==> config.mk <==
export PLATFORM = sky130hd
export DESIGN_NAME = solar_tracker_hyst_flat
export DESIGN_NICKNAME = d
export VERILOG_FILES = /design/src/rtl/solar_tracker_hyst_pkg.sv /design/src/rtl/solar_tracker_hyst_if.sv /design/src/rtl/solar_tracker_hyst_pair_cmp.sv /design/src/rtl/solar_tracker_hyst.sv /design/src/flat_wrapper.sv
export SDC_FILE = /design/constraint.sdc
export NUM_CORES = 1
export LEC_CHECK = 0
export BUFFER_PORTS_ARGS = -buffer_cell sky130_fd_sc_hd__buf_4
export CORE_MARGIN = 8
export CORE_UTILIZATION = 55
export CTS_BUF_LIST = sky130_fd_sc_hd__clkbuf_4 sky130_fd_sc_hd__clkbuf_8
export DETAILED_ROUTE_END_ITERATION = 8
export PLACE_DENSITY = 0.78
export SYNTH_ARGS = -nofsm -noshare
export SYNTH_HDL_FRONTEND = slang
export SYNTH_SLANG_ARGS = --single-unit
==> constraint.sdc <==
create_clock -name clk -period 3.4 [get_ports clk]
set_input_delay 0.17 -clock clk [delete_from_list [all_inputs] [get_ports clk]]
set_output_delay 0.17 -clock clk [all_outputs]
set_load 0.02 [all_outputs]
==> src/rtl/solar_tracker_hyst_pkg.sv <==
// Shared types and default constants for the four-quadrant solar tracker.
package tracker_pkg;

  // Controller state
  typedef enum logic [1:0] {
    ST_IDLE   = 2'd0,
    ST_RUN    = 2'd1,
    ST_SETTLE = 2'd2,
    ST_FAULT  = 2'd3
  } state_t;

  // Move direction; the encoding doubles as the comparator-bank index
  typedef enum logic [1:0] {
    DIR_N = 2'd0,
    DIR_E = 2'd1,
    DIR_S = 2'd2,
    DIR_W = 2'd3
  } dir_t;

  localparam int DEF_LS_W    = 8;
  localparam int DEF_TH_ON   = 10;
  localparam int DEF_TH_OFF  = 2;
  localparam int DEF_MAX_RUN = 1000;
  localparam int DEF_SETTLE  = 16;

  // Counter width able to hold 0..n-1, never narrower than one bit
  function automatic int cnt_w(input int n);
    return (n > 1) ? $clog2(n) : 1;
  endfunction

endpackage

==> src/rtl/solar_tracker_hyst_if.sv <==
// Sensor samples in, motor enables and status out, bundled as one bus.
interface solar_tracker_hyst_if
  import tracker_pkg::*;
#(
  parameter int LS_W = DEF_LS_W
);
  logic            en;
  logic            clr_fault;
  logic [LS_W-1:0] lsn;
  logic [LS_W-1:0] lse;
  logic [LS_W-1:0] lss;
  logic [LS_W-1:0] lsw;
  logic            mn;
  logic            me;
  logic            ms;
  logic            mw;
  logic            busy;
  logic            fault;

  // Sensor/command side
  modport master (
    output en, clr_fault, lsn, lse, lss, lsw,
    input  mn, me, ms, mw, busy, fault
  );

  // Tracker controller side
  modport slave (
    input  en, clr_fault, lsn, lse, lss, lsw,
    output mn, me, ms, mw, busy, fault
  );
endinterface

==> src/rtl/solar_tracker_hyst_pair_cmp.sv <==
// One-sided brightness compare: gt = a > b + th, done one bit wider so the
// sum never wraps.
module pair_cmp
  import tracker_pkg::*;
#(
  parameter int LS_W = DEF_LS_W
) (
  input  logic [LS_W-1:0] a,
  input  logic [LS_W-1:0] b,
  input  logic [LS_W-1:0] th,
  output logic            gt
);
  logic [LS_W:0] sum_ext;

  assign sum_ext = {1'b0, b} + {1'b0, th};
  assign gt      = {1'b0, a} > sum_ext;
endmodule

==> src/rtl/solar_tracker_hyst.sv <==
// Four-quadrant solar tracker: starts a move toward the brighter side when a
// pair differs by more than TH_ON, stops once the difference falls to TH_OFF,
// then dwells SETTLE cycles. A move longer than MAX_RUN latches a fault.
module solar_tracker_hyst
  import tracker_pkg::*;
#(
  parameter int LS_W    = DEF_LS_W,
  parameter int TH_ON   = DEF_TH_ON,
  parameter int TH_OFF  = DEF_TH_OFF,
  parameter int MAX_RUN = DEF_MAX_RUN,
  parameter int SETTLE  = DEF_SETTLE
) (
  input logic                 clk,
  input logic                 rst,
  solar_tracker_hyst_if.slave bus
);
  localparam int RUN_W = cnt_w(MAX_RUN);
  localparam int SET_W = cnt_w(SETTLE);
  localparam logic [RUN_W-1:0] RUN_LAST    = RUN_W'(MAX_RUN - 1);
  localparam logic [SET_W-1:0] SETTLE_LAST = SET_W'((SETTLE > 0) ? SETTLE - 1 : 0);
  localparam logic [LS_W-1:0]  TH_ON_V     = LS_W'(TH_ON);
  localparam logic [LS_W-1:0]  TH_OFF_V    = LS_W'(TH_OFF);

  state_t           state_reg, state_next;
  dir_t             dir_reg, dir_next;
  logic [RUN_W-1:0] run_cnt_reg, run_cnt_next;
  logic [SET_W-1:0] settle_cnt_reg, settle_cnt_next;

  // Pair operands indexed by direction: [d] is "side d" vs "opposite side"
  logic [3:0][LS_W-1:0] side_s;
  logic [3:0][LS_W-1:0] opp_s;
  logic [3:0]           start_gt;
  logic [3:0]           hold_gt;
  logic                 start_any;
  dir_t                 start_dir;
  logic                 stop_now;

  assign side_s = {bus.lsw, bus.lss, bus.lse, bus.lsn};
  assign opp_s  = {bus.lse, bus.lsn, bus.lsw, bus.lss};

  // Start uses the wide threshold, stop the narrow one (hysteresis band)
  generate
    for (genvar gi = 0; gi < 4; gi++) begin : g_cmp
      pair_cmp #(.LS_W(LS_W)) u_start (
        .a (side_s[gi]),
        .b (opp_s[gi]),
        .th(TH_ON_V),
        .gt(start_gt[gi])
      );
      pair_cmp #(.LS_W(LS_W)) u_stop (
        .a (side_s[gi]),
        .b (opp_s[gi]),
        .th(TH_OFF_V),
        .gt(hold_gt[gi])
      );
    end
  endgenerate

  // Active move keeps going only while its own side is still brighter than TH_OFF
  assign stop_now  = ~hold_gt[dir_reg];
  assign start_any = |start_gt;

  // Fixed priority N > E > S > W among simultaneous start requests
  always_comb begin
    start_dir = DIR_N;
    if (start_gt[0])      start_dir = DIR_N;
    else if (start_gt[1]) start_dir = DIR_E;
    else if (start_gt[2]) start_dir = DIR_S;
    else if (start_gt[3]) start_dir = DIR_W;
  end

  // State, direction and counter registers
  always_ff @(posedge clk) begin
    if (rst) begin
      state_reg      <= ST_IDLE;
      dir_reg        <= DIR_N;
      run_cnt_reg    <= '0;
      settle_cnt_reg <= '0;
    end else begin
      state_reg      <= state_next;
      dir_reg        <= dir_next;
      run_cnt_reg    <= run_cnt_next;
      settle_cnt_reg <= settle_cnt_next;
    end
  end

  // Next-state logic; in RUN a stop or disable outranks the watchdog
  always_comb begin
    state_next      = state_reg;
    dir_next        = dir_reg;
    run_cnt_next    = run_cnt_reg;
    settle_cnt_next = settle_cnt_reg;
    case (state_reg)
      ST_IDLE: begin
        if (bus.en && start_any) begin
          state_next   = ST_RUN;
          dir_next     = start_dir;
          run_cnt_next = '0;
        end
      end
      ST_RUN: begin
        run_cnt_next = run_cnt_reg + RUN_W'(1);
        if (!bus.en || stop_now) begin
          settle_cnt_next = '0;
          state_next      = (SETTLE == 0) ? ST_IDLE : ST_SETTLE;
        end else if (run_cnt_reg == RUN_LAST) begin
          state_next = ST_FAULT;
        end
      end
      ST_SETTLE: begin
        settle_cnt_next = settle_cnt_reg + SET_W'(1);
        if (settle_cnt_reg == SETTLE_LAST) begin
          state_next = ST_IDLE;
        end
      end
      ST_FAULT: begin
        if (bus.clr_fault) begin
          state_next = ST_IDLE;
        end
      end
      default: state_next = ST_IDLE;
    endcase
  end

  // Outputs decoded from registered state only, so at most one motor is on
  always_comb begin
    bus.mn    = 1'b0;
    bus.me    = 1'b0;
    bus.ms    = 1'b0;
    bus.mw    = 1'b0;
    bus.busy  = 1'b0;
    bus.fault = 1'b0;
    case (state_reg)
      ST_RUN: begin
        bus.busy = 1'b1;
        bus.mn   = (dir_reg == DIR_N);
        bus.me   = (dir_reg == DIR_E);
        bus.ms   = (dir_reg == DIR_S);
        bus.mw   = (dir_reg == DIR_W);
      end
      ST_SETTLE: bus.busy  = 1'b1;
      ST_FAULT:  bus.fault = 1'b1;
      default:   ;
    endcase
  end
endmodule

==> src/flat_wrapper.sv <==
// flat-port wrapper written by rule: the top's interface ports become plain ports
module solar_tracker_hyst_flat import tracker_pkg::*;
#(
  parameter int LS_W    = DEF_LS_W,
  parameter int TH_ON   = DEF_TH_ON,
  parameter int TH_OFF  = DEF_TH_OFF,
  parameter int MAX_RUN = DEF_MAX_RUN,
  parameter int SETTLE  = DEF_SETTLE
)
  (clk, rst, bus_en, bus_clr_fault, bus_lsn, bus_lse, bus_lss, bus_lsw, bus_mn, bus_me, bus_ms, bus_mw, bus_busy, bus_fault);
  solar_tracker_hyst_if #(.LS_W(LS_W)) bus_i ();
  input logic clk;
  input logic rst;
  input wire logic [$bits(bus_i.en)-1:0] bus_en;
  input wire logic [$bits(bus_i.clr_fault)-1:0] bus_clr_fault;
  input wire logic [$bits(bus_i.lsn)-1:0] bus_lsn;
  input wire logic [$bits(bus_i.lse)-1:0] bus_lse;
  input wire logic [$bits(bus_i.lss)-1:0] bus_lss;
  input wire logic [$bits(bus_i.lsw)-1:0] bus_lsw;
  output wire logic [$bits(bus_i.mn)-1:0] bus_mn;
  output wire logic [$bits(bus_i.me)-1:0] bus_me;
  output wire logic [$bits(bus_i.ms)-1:0] bus_ms;
  output wire logic [$bits(bus_i.mw)-1:0] bus_mw;
  output wire logic [$bits(bus_i.busy)-1:0] bus_busy;
  output wire logic [$bits(bus_i.fault)-1:0] bus_fault;
  assign bus_i.en = bus_en;
  assign bus_i.clr_fault = bus_clr_fault;
  assign bus_i.lsn = bus_lsn;
  assign bus_i.lse = bus_lse;
  assign bus_i.lss = bus_lss;
  assign bus_i.lsw = bus_lsw;
  assign bus_mn = bus_i.mn;
  assign bus_me = bus_i.me;
  assign bus_ms = bus_i.ms;
  assign bus_mw = bus_i.mw;
  assign bus_busy = bus_i.busy;
  assign bus_fault = bus_i.fault;
  solar_tracker_hyst #(.LS_W(LS_W), .TH_ON(TH_ON), .TH_OFF(TH_OFF), .MAX_RUN(MAX_RUN), .SETTLE(SETTLE)) u_core (.clk(clk), .rst(rst), .bus(bus_i));
endmodule
==> summary.txt <==
Worst Setup EP: u_core.run_cnt_reg[5]
r2r worst-path depth: 6
final RePlAce weighted congestion: 0.9257
Via Count: 2964
family with the most delay on the worst path: compound AO/OA/AOI/OAI gates
leakage power: 1.448 nW
most numerous cell in the Yosys netlist: ha_1
Switching Fraction: 46.03%
cell taking the most area after synthesis: ha_1
total CTS buffers: 3
Worst-path clk slew: 0.07 ns
# IOs: 42
Pint: 0.5855 mW
CTS tree: built
cells after synthesis: 377
CP Cell Sequence: buf_4 > ha_1 > o21ai_0 > or2_2 > xor2_1 > ha_1 > nand3_1 > nor2_1 > o41ai_2 > nand2_1 > o32ai_4 > o21ai_0 > a21oi_1
Pins Over Slew Limit: 0
first-pass GRT wire length: 12.67 mm
Crit-path slowest cell: o32ai_4
Reg-to-Reg End: u_core.state_reg[0]
clock tree buffer depth: 2
crit path buf inv count: 1
Area contributors post-synth: ha_1, dfxtp_1, xor2_1, a21oi_1, nand3_1
Final Critical Period: 2.796 ns
Die Ht: 89.41 um
GRT Resource Usage Total: 19.38%
largest net degree at the start of global routing: 19
HPWL Detailed: 6.128 mm
yosys synthesis warning count: 0
post-synth design cell area: 2964 sq um
Wirelength per Cell: 15.33 um
status: completed
async set or reset register ratio after synthesis: 0%
Worst EP required: 3.58 ns
post-synthesis register bit count: 18
Area Growth Syn to Fin: 13.09%
clock share of power: 13.9%
cell area after placement: 3311 sq um
max FFs per register: 10
Psw: 0.4993 mW
die width: 89.41 um
design area: 3352 sq um
hold crit path type: in -> reg
Worst Path Max Fanout: 18
Top FF cell, synth: dfxtp_1
Crit Path Class: in -> reg
Synth Area per Inst: 7.862 sq um
fin nets: 511
reg2reg start: u_core.dir_reg[1]
via/cell ratio: 6.137
Levels on crit path: 13
Seq pwr share: 24.7%
grt total ovfl: 0
ANT nets after route: 0
Yosys cell types: 59
row cnt: 26
final setup violation count: 0
CTS Sinks: 18
share of the synthesized area in the top cell type: 25.33%
crit-path max cell delay: 0.57 ns
Fin. Hold Viols: 0
setup bufs post-CTS: 0
R2R Setup Slk: 1.03 ns
DRC: 0
CP Launch Type: input port
Ant. Diodes: 0
Max Fclk: 0.3576 GHz
Resized cells post-CTS: 0
RSZ-0062 raised after global routing: no
TNS Setup: 0 ns
cts-stage hold buffer count: 0
Detailed Route Iter0 Violations: 171
Gate power share: 61.4%
number of synthesized flops with an enable pin: 0
number of H-tree branching levels: 1
peak supply drop: 254.0 uV
Initial Utilization: 57.67%
Clock Skews: 0.006989 ns
syn nets: 473
Final Core Density: 65.21%
share of layout cells above drive strength 1: 13.08%
Slew HR: 62.07%
vias in the first global route: 2922
max_cap viols: 0
final wirelength: 7.404 mm
core footprint: 5140 sq um
worst slew pin tran: 0.5689 ns
clock latency on the worst-skew pair: 0.26 ns
Final Total Pwr: 1.085 mW
root buf cell: clkbuf_8
Synth top cells by count: ha_1, a21oi_1, nand3_1
beginning of the critical path: bus_lsn[1]
Critical Path AT: 2.98 ns
final worst-path cycle share: 82.25%
number of port buffers: 41
1st-pass router iterations: 4
initial antenna violation count: 0
PD cells: 323.6 nW/um^2
CP endpoint kind: flop
Seq/Total Area, Yosys: 12.16%
Die ar.: 7994 sq um
## cell families (layout without fill, tap and decap cells)
family	after synthesis	count (layout)	share of synthesized area (%)
and+or+nand+nor	128	128	23.05
AOI/OAI and AO/OA	104	104	24.06
adders and majority gates	60	60	25.33
xor gates and xnor gates	36	36	10.64
buffers and inverters	30	66	4.432
DFF	18	18	12.16
muxes	1	1	0.3377
## layer usage
metal	part of all wire (%)	vias to the layer above	global-route usage [%]
met5	0	-	0
met4	1.7	0	5.740
met3	4.6	16	3.217
met2	50	79	35.08
met1	43	1376	22.59
li1	-	1493	-
## power groups by stage
| stage | Combinational, mW | Clock, mW | Sequential, mW |
|---|---|---|---|
| after floorplan | 0.484 | 0 | 0.258 |
| after global placement | 0.640 | 0 | 0.271 |
| after detailed placement | 0.658 | 0 | 0.272 |
| after CTS | 0.664 | 0.155 | 0.268 |
| after global routing | 0.747 | 0.166 | 0.273 |
| final | 0.666 | 0.151 | 0.268 |
## worst reg2reg max path: stages, from the launching register on
cell and delay (ns):
dfxtp_1 0.56, o21ai_1 0.13, o221a_1 0.26, nor4_1 0.48
or3b_1 0.41, o2111a_1 0.17, o221a_1 0.25
## cells in the final DEF (no fill, tap or decap), types with 2 or more instances in the layout
master     synthesis  layout
nor2b_1            5       5
or3_1              6       6
nand4b_1           3       3
nand2_1           25      25
buf_4              0      41
o21ai_0           21      21
a211oi_1           3       3
nand3b_1           6       6
o22ai_1            3       3
nor4_1             2       2
o31ai_1            4       4
dfxtp_1           18      18
clkbuf_8           0       3
o21ai_1            3       3
o221ai_1           3       3
nor2_1            21      21
or4_1              3       3
nand3_1           29      29
a21oi_1           35      35
a31oi_1            3       3
o221a_1            3       3
a21o_1             3       3
and3_1            11      11
nor3_1             3       3
a221oi_1           3       3
xor2_1            27      27
xnor2_1            9       9
nand4_1            5       5
ha_1              60      60
inv_1             22      22
o2111ai_1          2       2
o311ai_0           2       2
## stage by stage
step	hold slack (ns)	setup slack, ns	cells
after floorplan	0.4522	0.6856	377
after global placement	0.4155	0.4367	480
after detailed placement	0.4148	0.3479	480
after CTS	0.1405	0.6146	483
after global routing	0.1401	0.2788	483
final	0.1416	0.6036	483
## cell type report
class,count,area [sq um]
clock buffers,3,41.29
fillers,480,1788
inverters,22,82.58
multi-input cells,329,2472
flip-flops and latches,18,360.3
well taps,70,87.58
repair buffers,41,307.8
## worst min path at each step
stage / slack, ns / cells after the start / end / from
3_5_place_dp: 0.41 / 2 / u_core.run_cnt_reg[0] / rst
3_3_place_gp: 0.42 / 2 / u_core.settle_cnt_reg[0] / rst
6_report: 0.14 / 2 / u_core.settle_cnt_reg[1] / rst
5_1_grt: 0.14 / 2 / u_core.run_cnt_reg[0] / rst
4_1_cts: 0.14 / 2 / u_core.settle_cnt_reg[1] / rst
2_1_floorplan: 0.45 / 2 / u_core.run_cnt_reg[8] / u_core.run_cnt_reg[8]
(Power assumes the default switching activity.)
